### config.mk
export PLATFORM = sky130hd
export DESIGN_NAME = axi_bridge_ip_rx
export DESIGN_NICKNAME = d
export VERILOG_FILES = /design/src/rtl/axi_bridge_ip_rx.sv
export SDC_FILE = /design/constraint.sdc
export NUM_CORES = 2
export LEC_CHECK = 0
export BUFFER_PORTS_ARGS = -buffer_cell sky130_fd_sc_hd__buf_2
export CAP_MARGIN = 20
export CORE_ASPECT_RATIO = 1.75
export CORE_MARGIN = 4
export CORE_UTILIZATION = 60
export DETAILED_ROUTE_END_ITERATION = 6
export PLACE_DENSITY_LB_ADDON = 0.15
export SLEW_MARGIN = 10
export SYNTH_ARGS = -nofsm -noshare
export SYNTH_HDL_FRONTEND = slang
export SYNTH_SLANG_ARGS = --single-unit
### constraint.sdc
create_clock -name clk_i -period 12.7 [get_ports clk_i]
set_clock_uncertainty 0.2 [all_clocks]
set_input_delay 1.27 -clock clk_i [delete_from_list [all_inputs] [get_ports clk_i]]
set_output_delay 1.27 -clock clk_i [all_outputs]
set_load 0.1 [all_outputs]
### src/rtl/axi_bridge_ip_rx.sv
// Client-IF RX to AXI-Stream packer: gathers IF_W segments into DATA_W beats,
// carries the SOP sideband across the frame, and reports telemetry and errors.
module axi_bridge_ip_rx #(
  parameter int DATA_W  = 256,
  parameter int IF_W    = 64,
  parameter int TUSER_W = 16
) (
  input  logic                 clk_i,
  input  logic                 rst_i,
  input  logic [IF_W-1:0]      cl_rx_data,
  input  logic [IF_W/8-1:0]    cl_rx_keep,
  input  logic [TUSER_W-1:0]   cl_rx_user,
  input  logic                 cl_rx_valid,
  input  logic                 cl_rx_sop,
  input  logic                 cl_rx_eop,
  output logic                 cl_rx_ready,
  output logic [DATA_W-1:0]    m_axis_tdata,
  output logic [DATA_W/8-1:0]  m_axis_tkeep,
  output logic [TUSER_W-1:0]   m_axis_tuser,
  output logic                 m_axis_tvalid,
  output logic                 m_axis_tlast,
  input  logic                 m_axis_tready,
  input  logic                 bridge_enable,
  input  logic                 strict_keep_en,
  output logic [31:0]          stat_rx_frames,
  output logic [31:0]          stat_rx_bytes,
  output logic [31:0]          stat_rx_stall_cycles,
  output logic                 ev_err_orphan,
  output logic                 ev_err_sop_midframe,
  output logic                 ev_err_keep_illegal
);

  localparam int SEGS = DATA_W / IF_W;
  localparam int KW   = IF_W / 8;
  localparam int OKW  = DATA_W / 8;
  localparam int IDXW = (SEGS > 1) ? $clog2(SEGS) : 1;

  logic [DATA_W-1:0]  acc_data_q, acc_data_d, out_data_q, out_data_d, beat_data;
  logic [OKW-1:0]     acc_keep_q, acc_keep_d, out_keep_q, out_keep_d, beat_keep;
  logic [TUSER_W-1:0] user_q, user_d, out_user_q, out_user_d, frame_user;
  logic [IDXW-1:0]    seg_idx_q, seg_idx_d;
  logic               in_frame_q, in_frame_d, beat_pending_q, beat_pending_d;
  logic               pend_last_q, pend_last_d, out_valid_q, out_valid_d;
  logic               out_last_q, out_last_d;
  logic [31:0]        frames_q, frames_d, bytes_q, bytes_d, stall_q, stall_d;
  logic               ev_orphan_q, ev_orphan_d, ev_sop_mid_q, ev_sop_mid_d;
  logic               ev_keep_q, ev_keep_d;
  logic               sop_mid, seg_acc, orphan, seg_take, out_free, seg_done;
  logic               keep_bad, hs;
  logic [KW-1:0]      keep_p1;

  assign cl_rx_ready = bridge_enable & ~beat_pending_q & ~(in_frame_q & cl_rx_valid & cl_rx_sop);

  assign m_axis_tdata         = out_data_q;
  assign m_axis_tkeep         = out_keep_q;
  assign m_axis_tuser         = out_user_q;
  assign m_axis_tvalid        = out_valid_q;
  assign m_axis_tlast         = out_last_q;
  assign stat_rx_frames       = frames_q;
  assign stat_rx_bytes        = bytes_q;
  assign stat_rx_stall_cycles = stall_q;
  assign ev_err_orphan        = ev_orphan_q;
  assign ev_err_sop_midframe  = ev_sop_mid_q;
  assign ev_err_keep_illegal  = ev_keep_q;

  // Packing, beat completion, output register load and telemetry next-state.
  always_comb begin
    acc_data_d     = acc_data_q;
    acc_keep_d     = acc_keep_q;
    user_d         = user_q;
    seg_idx_d      = seg_idx_q;
    in_frame_d     = in_frame_q;
    beat_pending_d = beat_pending_q;
    pend_last_d    = pend_last_q;
    out_data_d     = out_data_q;
    out_keep_d     = out_keep_q;
    out_user_d     = out_user_q;
    out_last_d     = out_last_q;
    out_valid_d    = out_valid_q & ~m_axis_tready;
    ev_orphan_d    = 1'b0;
    ev_sop_mid_d   = 1'b0;
    ev_keep_d      = 1'b0;

    // An SOP arriving inside a frame is held off while the open frame is closed.
    sop_mid  = bridge_enable & in_frame_q & cl_rx_valid & cl_rx_sop & ~beat_pending_q;
    seg_acc  = cl_rx_valid & cl_rx_ready;
    orphan   = seg_acc & ~cl_rx_sop & ~in_frame_q;
    seg_take = seg_acc & ~orphan;
    out_free = ~out_valid_q | m_axis_tready;
    seg_done = (seg_idx_q == IDXW'(SEGS - 1)) | cl_rx_eop;
    frame_user = cl_rx_sop ? cl_rx_user : user_q;

    beat_data = acc_data_q;
    beat_keep = acc_keep_q;
    beat_data[seg_idx_q*IF_W +: IF_W] = cl_rx_data;
    beat_keep[seg_idx_q*KW +: KW]     = cl_rx_keep;

    // EOP keep must be a non-empty run of ones from the LSB.
    keep_p1  = cl_rx_keep + KW'(1);
    keep_bad = cl_rx_eop ? ((cl_rx_keep == '0) | ((cl_rx_keep & keep_p1) != '0))
                         : (cl_rx_keep != '1);

    if (beat_pending_q) begin
      if (out_free) begin
        out_data_d     = acc_data_q;
        out_keep_d     = acc_keep_q;
        out_user_d     = user_q;
        out_last_d     = pend_last_q;
        out_valid_d    = 1'b1;
        acc_data_d     = '0;
        acc_keep_d     = '0;
        beat_pending_d = 1'b0;
      end
    end else if (sop_mid) begin
      if (out_free) begin
        out_data_d  = acc_data_q;
        out_keep_d  = acc_keep_q;
        out_user_d  = user_q;
        out_last_d  = 1'b1;
        out_valid_d = 1'b1;
        acc_data_d  = '0;
        acc_keep_d  = '0;
      end else begin
        beat_pending_d = 1'b1;
        pend_last_d    = 1'b1;
      end
      seg_idx_d    = '0;
      in_frame_d   = 1'b0;
      ev_sop_mid_d = 1'b1;
    end else if (seg_take) begin
      user_d    = frame_user;
      ev_keep_d = strict_keep_en & keep_bad;
      if (seg_done) begin
        seg_idx_d  = '0;
        in_frame_d = ~cl_rx_eop;
        if (out_free) begin
          out_data_d  = beat_data;
          out_keep_d  = beat_keep;
          out_user_d  = frame_user;
          out_last_d  = cl_rx_eop;
          out_valid_d = 1'b1;
          acc_data_d  = '0;
          acc_keep_d  = '0;
        end else begin
          acc_data_d     = beat_data;
          acc_keep_d     = beat_keep;
          beat_pending_d = 1'b1;
          pend_last_d    = cl_rx_eop;
        end
      end else begin
        acc_data_d = beat_data;
        acc_keep_d = beat_keep;
        seg_idx_d  = seg_idx_q + IDXW'(1);
        in_frame_d = 1'b1;
      end
    end

    if (orphan) ev_orphan_d = 1'b1;

    hs       = out_valid_q & m_axis_tready;
    frames_d = frames_q + 32'(hs & out_last_q);
    bytes_d  = bytes_q + (hs ? 32'($countones(out_keep_q)) : 32'd0);
    stall_d  = stall_q + 32'(out_valid_q & ~m_axis_tready);
  end

  // State register with synchronous reset.
  always_ff @(posedge clk_i) begin
    if (rst_i) begin
      acc_data_q     <= '0;
      acc_keep_q     <= '0;
      user_q         <= '0;
      seg_idx_q      <= '0;
      in_frame_q     <= 1'b0;
      beat_pending_q <= 1'b0;
      pend_last_q    <= 1'b0;
      out_data_q     <= '0;
      out_keep_q     <= '0;
      out_user_q     <= '0;
      out_last_q     <= 1'b0;
      out_valid_q    <= 1'b0;
      frames_q       <= '0;
      bytes_q        <= '0;
      stall_q        <= '0;
      ev_orphan_q    <= 1'b0;
      ev_sop_mid_q   <= 1'b0;
      ev_keep_q      <= 1'b0;
    end else begin
      acc_data_q     <= acc_data_d;
      acc_keep_q     <= acc_keep_d;
      user_q         <= user_d;
      seg_idx_q      <= seg_idx_d;
      in_frame_q     <= in_frame_d;
      beat_pending_q <= beat_pending_d;
      pend_last_q    <= pend_last_d;
      out_data_q     <= out_data_d;
      out_keep_q     <= out_keep_d;
      out_user_q     <= out_user_d;
      out_last_q     <= out_last_d;
      out_valid_q    <= out_valid_d;
      frames_q       <= frames_d;
      bytes_q        <= bytes_d;
      stall_q        <= stall_d;
      ev_orphan_q    <= ev_orphan_d;
      ev_sop_mid_q   <= ev_sop_mid_d;
      ev_keep_q      <= ev_keep_d;
    end
  end

endmodule

==> results.ini <==
[run_status]
run_status = complete, no violations

[placement]
routabilityCongestion = 0.880
dpl_cell_area_sq_um = 33400
dp.final_hpwl_um = 65200
portBuffers = 501

[cts]
numCtsBuffers = 61
clock_latency_on_the_worst_skew_pair_ps = 630
cts.path.max_buffers = 3
cts_hold_buffers = 0
cts_setup_buffers = 0
cts.htree.levels = 2
cts.sink_count = 714
tritoncts = built
clock_pin_transition_on_the_worst_setup_and_hold_timing_paths_ps = 70
clock-root-buffer = sky130_fd_sc_hd__clkbuf_16
cts_resized = 0

[setup_path]
cp_max_fo = 24
cp.arrival_ps = 6920
worst_setup_path_start_kind = flip-flop
endpoint_kind = flip-flop
data_required_time_of_the_worst_path_ps = 13020
crit_path_frequent_cell = sky130_fd_sc_hd__fa_1
crit_path_cell_trace = inv_1 > fa_1 > fa_1 > fa_1 > inv_1 > fa_1 > fa_1 > fa_1 > ha_1 > a21o_1 > a21oi_1 > nor2b_1 > o2111a_1 > ha_1 > o2111ai_1 > buf_4 > nand3b_1 > nor4_1 > mux2_2
rrSetupSlack_ps = 6110
timing_worst_setup_path_type = reg -> reg
max_stage_delay_ps = 590
crit_path_top_delay_cell = sky130_fd_sc_hd__fa_1

[cells_and_area]
multiInputGateArea_sq_um = 15000
final_design_area_no_fill_sq_um = 35700
area.sequential_sq_um = 14300
area.growth.synth_to_final_pct = 13.9
final_layout_size_suffix_gt1_frac = 0.200
fill_cells = 4156
nNetsFinal = 3551

[drt]
detail_route.vias_per_cell = 7.01
post-route-drc-count = 0
wl_um = 104000
top_layer = met4
drtIter0Drc = 2686
firstDrtPassIters = 6
wl_met3_um = 8440
route.antenna.remaining_nets = 0
drt-met1-wl_um = 37400
routed-wl-met2_um = 51800
drt-wirelength-per-cell_um = 25.2
detailroute.via_count = 29000

[power]
vdd.ir_drop.worst_uv = 127
cellPowerDensity_nw_per_um2 = 140
power_frac_seq = 0.464
static-leakage-power_nw = 14.4
cell_internal_pwr_w = 0.00354
pwr-share-comb = 0.135
switching_share = 0.290
p_switching_w = 0.00145
pwr-share-clk = 0.401

[timing]
min_period_over_period = 0.519
maxSlewHeadroom = 0.138
slew_violations = 0
min_period_ps = 6590
finalSetupViolCount = 0
rsz_0062_raised_after_global_routing = false
max_freq_mhz = 152
hold_viol = 0
setup_tns_ps = 0
worst-slew-pin-transition_ps = 1290

[logic_synthesis]
synth_compound_area_frac = 0.375
yosys.cell_count.top_type = sky130_fd_sc_hd__dfxtp_1
synth_warnings = 0
synthDominantAreaCellType = sky130_fd_sc_hd__dfxtp_1
synth_xor_area_frac = 0.00919
synth-adder-area-share = 0.0252
netlist_instances = 3235
postSynth.topFlopCell = sky130_fd_sc_hd__dfxtp_1
post_synth.cell_area_avg_sq_um = 9.68
netlist_top_cells_count = sky130_fd_sc_hd__dfxtp_1 (714), sky130_fd_sc_hd__a21oi_1 (299), sky130_fd_sc_hd__clkbuf_1 (287), sky130_fd_sc_hd__a211oi_1 (225)
cell_area_after_synthesis_sq_um = 31300
synthesis.nets = 3379
synth_async_sr_flop_share = 0
synth.ff_latch_count = 714
synth_top_family_by_area = compound AO/OA/AOI/OAI gates
synth_edf_count = 0
synth_top_cell_area_share = 0.456
ys_types = 69
synth.yosys.seq_area_share = 0.456
synthMuxAreaShare = 0.00563
post_synth_and_or_nand_nor_area_fraction = 0.0576
netlist_top_cells_area = sky130_fd_sc_hd__dfxtp_1 (46%), sky130_fd_sc_hd__a211oi_1 (5.4%), sky130_fd_sc_hd__a21oi_1 (4.8%)

[global_route]
global_route_wire_length_before_repair_um = 161000
grt_pass1_vias = 28100
grt_overflow_total = 0
grt_start_max_net_pins = 214
grt.total_usage = 0.349
number_of_antenna_violations_at_the_first_check_in_global_routing = 0

[floorplanning]
num_io_pins = 502
floorplan.die.height_um = 310
placeableCoreArea_sq_um = 51600
die_width_um = 181
start_util = 0.607
design.die.area_sq_um = 56100
row_count = 110

[job]
max_cap_violations = 0

[min_path]
classification_of_the_worst_slack_hold_path = reg -> reg

[area by class of cell]
| type | instances | share of cell area |
|---|---|---|
| well taps | 672 | 0.0236 |
| flip-flops and latches | 714 | 0.401 |
| clock inverters | 32 | 0.0107 |
| diodes | 1 | 0.0000702 |
| multi-input cells | 1964 | 0.421 |
| inverters | 127 | 0.0134 |
| clock buffers | 84 | 0.0498 |
| repair buffers | 539 | 0.0807 |
[worst paths after layout]
| check | depth (start not counted) | end | from |
|---|---|---|---|
| max | 19 | stat_rx_bytes[29] | m_axis_tkeep[23] |
| min | 1 | m_axis_tdata[48] | m_axis_tdata[48] |
| max reg2reg | 19 | stat_rx_bytes[29] | m_axis_tkeep[23] |
| min reg2reg | 1 | m_axis_tdata[48] | m_axis_tdata[48] |
[cell families (layout without fill, tap and decap cells)]
family	count (synthesis)	in the layout
AOI/OAI and AO/OA	1536	1536
xor gates and xnor gates	32	32
adders and majority gates	48	48
buffers and inverters	557	782
DFF	714	714
muxes	16	16
other	0	1
and+or+nand+nor	332	332
[state kept, by name, summed over array words and instances (netlist names)]
signal / cells
acc_data_q: 256
acc_keep_q: 32
beat_pending_q: 1
ev_err_keep_illegal: 1
ev_err_orphan: 1
ev_err_sop_midframe: 1
in_frame_q: 1
m_axis_tdata: 256
m_axis_tkeep: 32
m_axis_tlast: 1
m_axis_tuser: 16
m_axis_tvalid: 1
pend_last_q: 1
seg_idx_q: 2
stat_rx_bytes: 32
stat_rx_frames: 32
stat_rx_stall_cycles: 32
user_q: 16
[through the flow]
step	total power [W]	setup slack [ps]	util	hold WS, ps	std cells
final	0.00499	6110	0.691	256	4133
after global routing	0.00512	5770	0.691	274	4132
after CTS	0.00500	6100	0.690	260	4129
after detailed placement	0.00303	6110	0.648	241	4013
after global placement	0.00302	6300	0.648	240	4012
after floorplan	0.00287	5690	-	236	3235
[critical path, delay by kind of cell (launching register included)]
kind | cells | cell delay (ps)
multiplexers | 1 | 370
flip-flops | 1 | 350
adder cells (fa/ha/maj) | 8 | 3530
AND/OR/NAND/NOR | 3 | 900
buffers and inverters | 3 | 380
AO/OA/AOI/OAI | 4 | 750
[metal layers]
| layer | GRT usage | vias to the layer above |
|---|---|---|
| met5 | 0 | - |
| met4 | 0.199 | 0 |
| met3 | 0.0642 | 264 |
| met2 | 0.605 | 1401 |
| met1 | 0.405 | 14300 |
| li1 | - | 13000 |
[cells in the final DEF, fill, tap and decap left out, drive strengths merged, types with 24 or more instances in the layout]
cell type | synthesis | layout
dfxtp | 714 | 714
buf | 143 | 539
a21oi | 299 | 299
a211oi | 225 | 225
a22o | 160 | 160
a22oi | 160 | 160
a211o | 130 | 130
inv | 127 | 130
a32o | 128 | 128
o211ai | 128 | 128
o311ai | 128 | 128
clkbuf | 287 | 84
o2bb2ai | 80 | 80
nand2 | 69 | 69
nor2 | 63 | 63
or4 | 38 | 38
o31ai | 31 | 31
nand3 | 30 | 30
fa | 25 | 25
nor2b | 24 | 24
[power by group through the flow]
stage	clock network (W)	logic (W)	registers, W
final	0.00200	0.000672	0.00231
after global routing	0.00210	0.000702	0.00232
after CTS	0.00202	0.000666	0.00231
after detailed placement	0	0.000666	0.00236
after global placement	0	0.000654	0.00236
after floorplan	0	0.000240	0.00263
Note: power is estimated with default switching activity, not from simulation.
